===== src/rtl/r51_pkg.sv =====
// r51_pkg: shared types and constants for the R51 program loader
package r51_pkg;
    typedef enum logic [2:0] {IDLE, CLEAR, LOAD, WRITE, BOOT, RUN} state_t;
    localparam int DEF_ADDR_WIDTH = 3;
    localparam int DEF_DATA_WIDTH = 8;
    localparam logic [7:0] NOP = 8'h00;
    localparam int BOOT_CYCLES = 2;
endpackage


===== src/rtl/r51_loader_if.sv =====
// r51_loader_if: image byte stream plus RAM1 write port of the loader
interface r51_loader_if #(
    parameter int ADDR_WIDTH = r51_pkg::DEF_ADDR_WIDTH,
    parameter int DATA_WIDTH = r51_pkg::DEF_DATA_WIDTH
);
    logic in_valid;
    logic in_ready;
    logic [DATA_WIDTH-1:0] in_data;
    logic in_last;
    logic prog_we;
    logic [ADDR_WIDTH-1:0] prog_addr;
    logic [DATA_WIDTH-1:0] prog_data;
    modport master (
        input  in_valid, in_data, in_last,
        output in_ready, prog_we, prog_addr, prog_data
    );
    modport slave (
        output in_valid, in_data, in_last,
        input  in_ready, prog_we, prog_addr, prog_data
    );
endinterface


===== src/rtl/r51_loader.sv =====
// r51_loader: clears and loads R51 program memory from a byte stream, then boots and runs the R51
module r51_loader
    import r51_pkg::*;
#(
    parameter int ADDR_WIDTH = DEF_ADDR_WIDTH,
    parameter int DATA_WIDTH = DEF_DATA_WIDTH
) (
    input  logic                timer555,
    input  logic                reset_count,
    input  logic                load_req,
    input  logic                start,
    input  logic                stop,
    r51_loader_if.master        bus,
    output logic                cpu_reset,
    output logic                cpu_run,
    output logic                busy,
    output logic [ADDR_WIDTH:0] word_count,
    output logic                err
);
    localparam logic [1:0] BOOT_LAST = 2'(BOOT_CYCLES - 1);
    state_t state, state_d;
    logic [ADDR_WIDTH-1:0] ptr, ptr_d;
    logic [ADDR_WIDTH:0] wc_d;
    logic err_d, last_q, last_d;
    logic [1:0] boot_cnt, boot_d;
    always_comb begin
        state_d = state;
        ptr_d = ptr;
        wc_d = word_count;
        err_d = err;
        last_d = last_q;
        boot_d = boot_cnt;
        case (state)
            IDLE: begin
                if (load_req) begin
                    state_d = CLEAR;
                    ptr_d = '0;
                    wc_d = '0;
                    err_d = 1'b0;
                end else if (start && word_count != '0) begin
                    state_d = BOOT;
                    boot_d = '0;
                end
            end
            CLEAR: begin
                ptr_d = ptr + 1'b1;
                state_d = ptr == '1 ? LOAD : CLEAR;
            end
            LOAD: begin
                if (bus.in_valid) begin
                    state_d = WRITE;
                    last_d = bus.in_last;
                end
            end
            // a full memory without in_last ends the load with an overflow
            WRITE: begin
                ptr_d = ptr + 1'b1;
                wc_d = word_count + 1'b1;
                err_d = err | (!last_q && ptr == '1);
                state_d = (last_q || ptr == '1) ? IDLE : LOAD;
            end
            BOOT: begin
                boot_d = boot_cnt + 1'b1;
                state_d = boot_cnt == BOOT_LAST ? RUN : BOOT;
            end
            RUN: state_d = stop ? IDLE : RUN;
            default: state_d = IDLE;
        endcase
    end
    // outputs are registered from the next-state values so they align with the state
    always_ff @(posedge timer555) begin
        if (reset_count) begin
            state <= IDLE;
            ptr <= '0;
            word_count <= '0;
            err <= 1'b0;
            last_q <= 1'b0;
            boot_cnt <= '0;
            bus.in_ready <= 1'b0;
            bus.prog_we <= 1'b0;
            bus.prog_addr <= '0;
            bus.prog_data <= '0;
            cpu_reset <= 1'b1;
            cpu_run <= 1'b0;
            busy <= 1'b0;
        end else begin
            state <= state_d;
            ptr <= ptr_d;
            word_count <= wc_d;
            err <= err_d;
            last_q <= last_d;
            boot_cnt <= boot_d;
            bus.in_ready <= state_d == LOAD;
            bus.prog_we <= state_d == CLEAR || state_d == WRITE;
            bus.prog_addr <= ptr_d;
            bus.prog_data <= state_d == WRITE ? bus.in_data : DATA_WIDTH'(NOP);
            cpu_reset <= state_d != RUN;
            cpu_run <= state_d == RUN;
            busy <= !(state_d == IDLE || state_d == RUN);
        end
    end
endmodule


===== src/flat_wrapper.sv =====
// flat-port wrapper written by rule: the top's interface ports become plain ports
module r51_loader_flat import r51_pkg::*;
#(
    parameter int ADDR_WIDTH = DEF_ADDR_WIDTH,
    parameter int DATA_WIDTH = DEF_DATA_WIDTH
)
  (timer555, reset_count, load_req, start, stop, cpu_reset, cpu_run, busy, word_count, err, bus_in_valid, bus_in_data, bus_in_last, bus_in_ready, bus_prog_we, bus_prog_addr, bus_prog_data);
  r51_loader_if #(.ADDR_WIDTH(ADDR_WIDTH), .DATA_WIDTH(DATA_WIDTH)) bus_i ();
  input  logic timer555;
  input  logic reset_count;
  input  logic load_req;
  input  logic start;
  input  logic stop;
  output logic cpu_reset;
  output logic cpu_run;
  output logic busy;
  output logic [ADDR_WIDTH:0] word_count;
  output logic err;
  input wire logic [$bits(bus_i.in_valid)-1:0] bus_in_valid;
  input wire logic [$bits(bus_i.in_data)-1:0] bus_in_data;
  input wire logic [$bits(bus_i.in_last)-1:0] bus_in_last;
  output wire logic [$bits(bus_i.in_ready)-1:0] bus_in_ready;
  output wire logic [$bits(bus_i.prog_we)-1:0] bus_prog_we;
  output wire logic [$bits(bus_i.prog_addr)-1:0] bus_prog_addr;
  output wire logic [$bits(bus_i.prog_data)-1:0] bus_prog_data;
  assign bus_i.in_valid = bus_in_valid;
  assign bus_i.in_data = bus_in_data;
  assign bus_i.in_last = bus_in_last;
  assign bus_in_ready = bus_i.in_ready;
  assign bus_prog_we = bus_i.prog_we;
  assign bus_prog_addr = bus_i.prog_addr;
  assign bus_prog_data = bus_i.prog_data;
  r51_loader #(.ADDR_WIDTH(ADDR_WIDTH), .DATA_WIDTH(DATA_WIDTH)) u_core (.timer555(timer555), .reset_count(reset_count), .load_req(load_req), .start(start), .stop(stop), .bus(bus_i), .cpu_reset(cpu_reset), .cpu_run(cpu_run), .busy(busy), .word_count(word_count), .err(err));
endmodule

===== config.mk =====
export PLATFORM = sky130hd
export DESIGN_NAME = r51_loader_flat
export DESIGN_NICKNAME = d
export VERILOG_FILES = /design/src/rtl/r51_pkg.sv /design/src/rtl/r51_loader_if.sv /design/src/rtl/r51_loader.sv /design/src/flat_wrapper.sv
export SDC_FILE = /design/constraint.sdc
export NUM_CORES = 1
export LEC_CHECK = 0
export ABC_AREA = 0
export CAP_MARGIN = 10
export CORE_AREA = 2 2 52 54
export CTS_CLUSTER_SIZE = 14
export DETAILED_ROUTE_END_ITERATION = 10
export DIE_AREA = 0 0 54 56
export MAX_ROUTING_LAYER = met4
export PLACE_DENSITY = 0.86
export RECOVER_POWER = 25
export SLEW_MARGIN = 20
export SYNTH_ARGS = -nofsm -noshare
export SYNTH_HDL_FRONTEND = slang
export SYNTH_SLANG_ARGS = --single-unit

===== constraint.sdc =====
create_clock -name timer555 -period 3.65 [get_ports timer555]
set_input_delay 0.9125 -clock timer555 [delete_from_list [all_inputs] [get_ports timer555]]
set_output_delay 0.9125 -clock timer555 [all_outputs]
set_load 0.05 [all_outputs]

==> metrics.cfg, run 1 <==
[synth]
synth_seq_cells=27
ys_seq_area_frac=0.472
yosys_most_used_dff=dfxtp_1
yosys-top-cells-area=dfxtp_1, ha_1, a21oi_1
synth.avg_cell_area_um2=9.63
yosys_warnings=0
synth_area_leader_cell=dfxtp_1
netlist_area_um2=1150
ys_types=36
synth_nets=139
synth_top_area_share=0.472
synth_edf_count=0
synth_cells=119
ys_async_sr_fraction=0

[layout]
multi_input_area_um2=522
seqCellArea_um2=541
n_antenna_cell=0
area_growth_pct=31.4
fin_nets=171
drive_gt1_frac=0.0800
fillers=224

[global_route]
grt_pass1_wl_mm=3.74
grt_max_degree=18
grt_usage=0.168
grt_overflow=0
antenna_found_initial=0
grt_pass1_vias=888

[critical_path]
cp_slowest_stage_delay_ps=840
cp_cell_sequence=clkdlybuf4s50_1
cp_num_buf_inv=1
crit_slowest_cell=clkdlybuf4s50_1
crit_path_start_kind=flop
crit_required_ps=2740
end_kind=primary output
criticalPathCategory=reg -> out
worstPathArrival_ps=1590
cp_max_fo=5
critPathTopFamily=buffers and inverters

[sta]
rsz0062_at_grt=no
hold_violations=0
tightest_slew_ps=840
setup_viol=0
slew_violations=0
setup_ws_ps=1150
period_share=0.685
finClkSkew_ps=9.64
slew_headroom=0.434
fmax_mhz=400
period_needed_ps=2500
tns_ps=0

[drt]
postRouteAntennaNets=0
vias=943
detail_route.first_pass.iterations=3
routed_wl_mm=2.23
drc=0
routedWlPerCell_um=12.4
drtIter0Drc=6
viasPerCell=5.24

[pwr]
finalPower_uw=475
p_per_area_nw_per_um2=315
p_leak_nw=0.595
ir_drop_uv=287

[cts]
post_cts_resized=0
hold_buffers=0
ctsRootBufferMaster=clkbuf_4
path_clk_slew_ps=130
tritoncts=built
cts_num_sinks=27
clk_latency_ps=310
cts_buffers=3
cts-htree-levels=1
clockBufferDepth=2
cts_setup_buffers=0

[placed_design]
dp_slack_ps=1090
io_buffers=35
hpwlAfterDp_mm=1.72
place.gp.congestion=0.695

[floorplan]
rows=18
initial_core_util=0.471
die_x_um=54
die_y_um=56
core_um2=2430
io_pins=36
die_area_um2=3020

[status]
status=finished, final reports clean

[run]
maxCapViolCount=0

[worst_hold_path]
hold_path.class=reg -> reg

[layer usage]
metal,track usage,share of wire,up-vias
met5,-,0,-
met4,0.0643,0.014,0
met3,0.0242,0.078,4
met2,0.289,0.47,33
met1,0.191,0.43,431
li1,-,-,475
[final timing paths]
check,end,start,slack (ps),cells past startpoint
min reg2reg,u_core.boot_cnt[0],u_core.boot_cnt[0],510,1
max reg2reg,u_core.bus.prog_data[6],u_core.ptr[0],1750,6
min,u_core.boot_cnt[0],u_core.boot_cnt[0],510,1
max,word_count[0],u_core.word_count[0],1150,1
[stage by stage]
stage,utilization,instances,area (um2),hold WS (ps)
2_1_floorplan,-,119,1150,454
3_3_place_gp,0.609,176,1480,469
3_5_place_dp,0.609,176,1480,485
4_1_cts,0.619,180,1510,505
5_1_grt,0.619,180,1510,538
6_report,0.619,180,1510,505
[where the power goes]
part           leakage, nW  internal, mW  switching (mW)
logic                0.361        0.0243          0.0259
clock network       0.0150        0.0427          0.0780
registers            0.219         0.298         0.00539
total                0.595         0.365           0.109
[placed cells by master, fill, tap and decap left out]
cell type	synthesis	layout
a21o_2	1	1
o21a_1	1	1
dfxtp_1	27	27
or2_2	3	3
nand2b_1	2	2
o31ai_1	1	1
clkbuf_4	0	3
nand4_1	1	1
nor4_1	2	2
and2_1	1	1
ha_1	5	5
or3_1	2	2
a32oi_1	1	1
clkdlybuf4s50_1	0	34
mux2i_1	3	3
o311ai_0	1	1
and3b_1	1	1
nor4bb_1	1	1
a311oi_1	2	2
dlygate4sd3_1	0	1
o21ai_0	2	2
nor3_4	2	2
a22oi_1	1	1
nand3b_1	1	1
a21oi_1	10	10
clkbuf_1	3	1
nand3_1	5	5
and2_0	1	1
nor2b_1	1	1
mux2_2	1	1
inv_1	8	8
a21bo_2	1	1
nand2_1	6	6
and3_1	8	8
nor2_1	8	8
nand2b_4	1	1
[flip-flops by register name, summed over array words and instances, names as in the netlist]
| register | cells |
|---|---|
| u_core.boot_cnt | 2 |
| u_core.bus.prog_we | 1 |
| u_core.bus.in_ready | 1 |
| u_core.last_q | 1 |
| u_core.err | 1 |
| u_core.word_count | 4 |
| u_core.ptr | 3 |
| u_core.cpu_run | 1 |
| u_core.state | 3 |
| u_core.busy | 1 |
| u_core.bus.prog_data | 8 |
| u_core.cpu_reset | 1 |
[cells in the mapped netlist (2+ instances only)]
cell type,instances
mux2i_1,3
buf_6,2
or2_2,3
nor2_1,8
dfxtp_1,27
ha_1,5
and3_1,8
nand3_1,5
nor4_1,2
a21oi_1,10
clkbuf_1,3
a311oi_1,2
buf_4,2
inv_1,8
o21ai_0,2
nand2b_1,2
or3_1,2
nor3_4,2
nand2_1,6
[area by class of cell]
| cell class | count | area share |
|---|---|---|
| timing repair buffer | 35 | 0.233 |
| inverter | 8 | 0.0199 |
| multi-input combinational | 76 | 0.346 |
| sequential | 27 | 0.359 |
| tap | 30 | 0.0249 |
| clock buffer | 4 | 0.0174 |
[cell families (layout without fill, tap and decap cells)]
kind of cell               after synthesis  in the layout  synth area share
buffers and inverters                   16             47            0.0731
AOI/OAI and AO/OA                       21             21             0.119
and+or+nand+nor                         46             46             0.246
muxes                                    4              4            0.0360
adders and majority gates                5              5            0.0546
DFF                                     27             27             0.472
No activity file was read; power rests on OpenSTA's default activity.
==> run 2: changes to the inputs <==
CORE_AREA = 2 2 57 59   (was 2 2 52 54)
DIE_AREA = 0 0 59 61   (was 0 0 54 56)
PLACE_DENSITY = 0.77   (was 0.86)
clock period = 2.2 ns   (was 3.65 ns; I/O delays follow)
==> run 2 against run 1 <==
- non-clock buffer count grew 3
- setup slack got worse by 1100 ps
- worst hold slack hardly changed
- final cell count rose by 3.3%
- largest power group unchanged
==> metrics.cfg, run 2 (same netlist as run 1, synthesis figures left out) <==
[critical_path]
end_kind=primary output  ; unchanged
crit_slowest_cell=clkdlybuf4s50_1  ; unchanged
cp_cell_sequence=clkdlybuf4s50_1  ; unchanged
worstPathArrival_ps=1550  ; was 1590 ps
cp_max_fo=4  ; was 5
timing.rr.end=u_core.bus.prog_data[1]  ; was u_core.bus.prog_data[6]
cp_num_buf_inv=1  ; unchanged
r2r_start=u_core.ptr[0]  ; unchanged
cp_slowest_stage_delay_ps=830  ; was 840 ps
criticalPathCategory=reg -> out  ; unchanged
critPathTopFamily=buffers and inverters  ; unchanged
crit_path_start_kind=flop  ; unchanged
r2r_cells=6  ; unchanged
rrSetupSlack_ps=410  ; was 1750 ps
crit_required_ps=1650  ; was 2740 ps

[sta]
finClkSkew_ps=4.22  ; was 9.64 ps
tightest_slew_ps=509  ; was 840 ps
period_needed_ps=2100
rsz0062_at_grt=no  ; unchanged
fmax_mhz=475
slew_headroom=0.660  ; was 0.434
setup_viol=0  ; unchanged
hold_violations=0  ; unchanged
slew_violations=0  ; unchanged
tns_ps=0  ; unchanged
period_share=0.956

[layout]
largest_register=u_core.bus.prog_data  ; unchanged
final_area_um2=1530  ; was 1510 um2
fillers=282  ; was 224
fin_nets=174  ; was 171
final_util=0.517  ; was 0.619
multi_input_area_um2=510  ; was 522 um2
n_antenna_cell=0  ; unchanged
reg_top3=u_core.bus.prog_data: 8 flops, u_core.word_count: 4 flops  ; unchanged
area_growth_pct=33.2  ; was 31.4%
seqCellArea_um2=541  ; unchanged
final_cell_mix=clkdlybuf4s50_1, dfxtp_1, a21oi_1  ; unchanged
layout_commonest_cell=clkdlybuf4s50_1  ; unchanged
largest_reg_flops=8  ; unchanged
drive_gt1_frac=0.0915  ; was 0.0800

[placed_design]
io_buffers=35  ; unchanged
hpwlAfterDp_mm=1.82  ; was 1.72 mm
place_area_um2=1510  ; was 1480 um2
place.gp.congestion=0.745  ; was 0.695

[pwr]
power.share.sequential=0.627  ; was 0.640
p_sw_uw=195  ; was 109 uW
comb_power_share=0.111  ; was 0.106
p_sw_frac=0.243  ; was 0.230
p_int_uw=606  ; was 365 uW
clkPwrFrac=0.262  ; was 0.254
p_per_area_nw_per_um2=525  ; was 315 nW/um2
ir_drop_uv=507  ; was 287 uV
p_leak_nw=0.661  ; was 0.595 nW

[global_route]
grt_usage=0.151  ; was 0.168
grt_pass1_wl_mm=4.00  ; was 3.74 mm
grt_max_degree=16  ; was 18
grt_pass1_vias=925  ; was 888
grt_overflow=0  ; unchanged
antenna_found_initial=0  ; unchanged

[run]
maxCapViolCount=0  ; unchanged

[drt]
dr.max_layer_used=met4  ; unchanged
vias=954  ; was 943
detail_route.first_pass.iterations=5  ; was 3
viasPerCell=5.13  ; was 5.24
drtIter0Drc=14  ; was 6
wl_met3_um=167  ; was 175 um
routedWlPerCell_um=13.2  ; was 12.4 um
routed_wl_mm=2.45  ; was 2.23 mm
wl_met2_mm=1.15  ; was 1.06 mm
drc=0  ; unchanged
postRouteAntennaNets=0  ; unchanged
met1_length_mm=1.12  ; was 965 um

[cts]
cts-htree-levels=1  ; unchanged
path_clk_slew_ps=140  ; was 130 ps
tritoncts=built  ; unchanged
clockBufferDepth=2  ; unchanged
cts_num_sinks=27  ; unchanged
cts_buffers=3  ; unchanged
clk_latency_ps=320  ; was 310 ps
ctsRootBufferMaster=clkbuf_4  ; unchanged

[worst_hold_path]
holdPathStages=2  ; was 1
hp-start=u_core.word_count[3]  ; was u_core.boot_cnt[0]
hold_path.class=reg -> reg  ; unchanged
min_to=u_core.word_count[3]  ; was u_core.boot_cnt[0]

[floorplan]
core_um2=2950  ; was 2430 um2
die_area_um2=3600  ; was 3020 um2
io_pins=36  ; unchanged
die_x_um=59  ; was 54 um
rows=20  ; was 18
die_y_um=61  ; was 56 um
initial_core_util=0.388  ; was 0.471

[status]
status=finished, final reports clean  ; unchanged

==> run 2: cell types whose count changed in the layout (fill, tap and decap cells not counted) <==
cell / delta
dlymetal6s2s_1: +3
clkinv_2: +1
buf_4: +2
nor3_1: +1
nor3_4: -1
clkdlybuf4s50_1: -3
==> run 2: final cells by class <==
cell class	instances	share of cell area
inverters	8	0.0197
repair buffers	38	0.247
multi-input cells	76	0.334
flip-flops and latches	27	0.354
well taps	33	0.0270
clock buffers	3	0.0148
clock inverters	1	0.00328
==> run 2: what timing repair did <==
item,CTS,global route
buffers inserted,0,0
hold buffers,0,0
gates resized for setup,0,3
setup endpoints to repair,0,3
==> run 2: how the worst max path moves through the flow <==
stage                    startpoint                       to  slack [ps]  depth (start not counted)
6_report              u_core.ptr[0]         bus_prog_addr[0]         100                          1
2_1_floorplan         u_core.ptr[0]  u_core.bus.prog_data[0]         360                          6
3_5_place_dp            reset_count          u_core.state[0]         420                          3
4_1_cts        u_core.word_count[0]            word_count[0]          30                          1
5_1_grt               u_core.ptr[0]         bus_prog_addr[0]          30                          1
3_3_place_gp            reset_count          u_core.state[0]         430                          3
==> run 2: layer usage <==
metal | up-vias | GRT usage
met4 | 0 | 0.0195
li1 | 477 | -
met5 | - | -
met2 | 37 | 0.268
met3 | 4 | 0.0448
met1 | 436 | 0.171
==> run 2: stage by stage <==
stage	worst slack [ps]	instances	power, mW	hold WS [ps]
4_1_cts	28.2	186	0.815	511
3_5_place_dp	416	182	0.605	488
6_report	95.9	186	0.801	506
3_3_place_gp	433	182	0.602	471
5_1_grt	26.7	186	0.838	545
2_1_floorplan	364	119	0.561	454
==> run 2: power groups by stage <==
| stage | combinational (mW) | sequential (mW) | clock (mW) |
|---|---|---|---|
| finish | 0.0892 | 0.502 | 0.210 |
| detailed placement | 0.0914 | 0.513 | 0 |
| CTS | 0.0921 | 0.503 | 0.220 |
| global placement | 0.0894 | 0.513 | 0 |
| floorplan | 0.0355 | 0.526 | 0 |
| global route | 0.0966 | 0.503 | 0.238 |
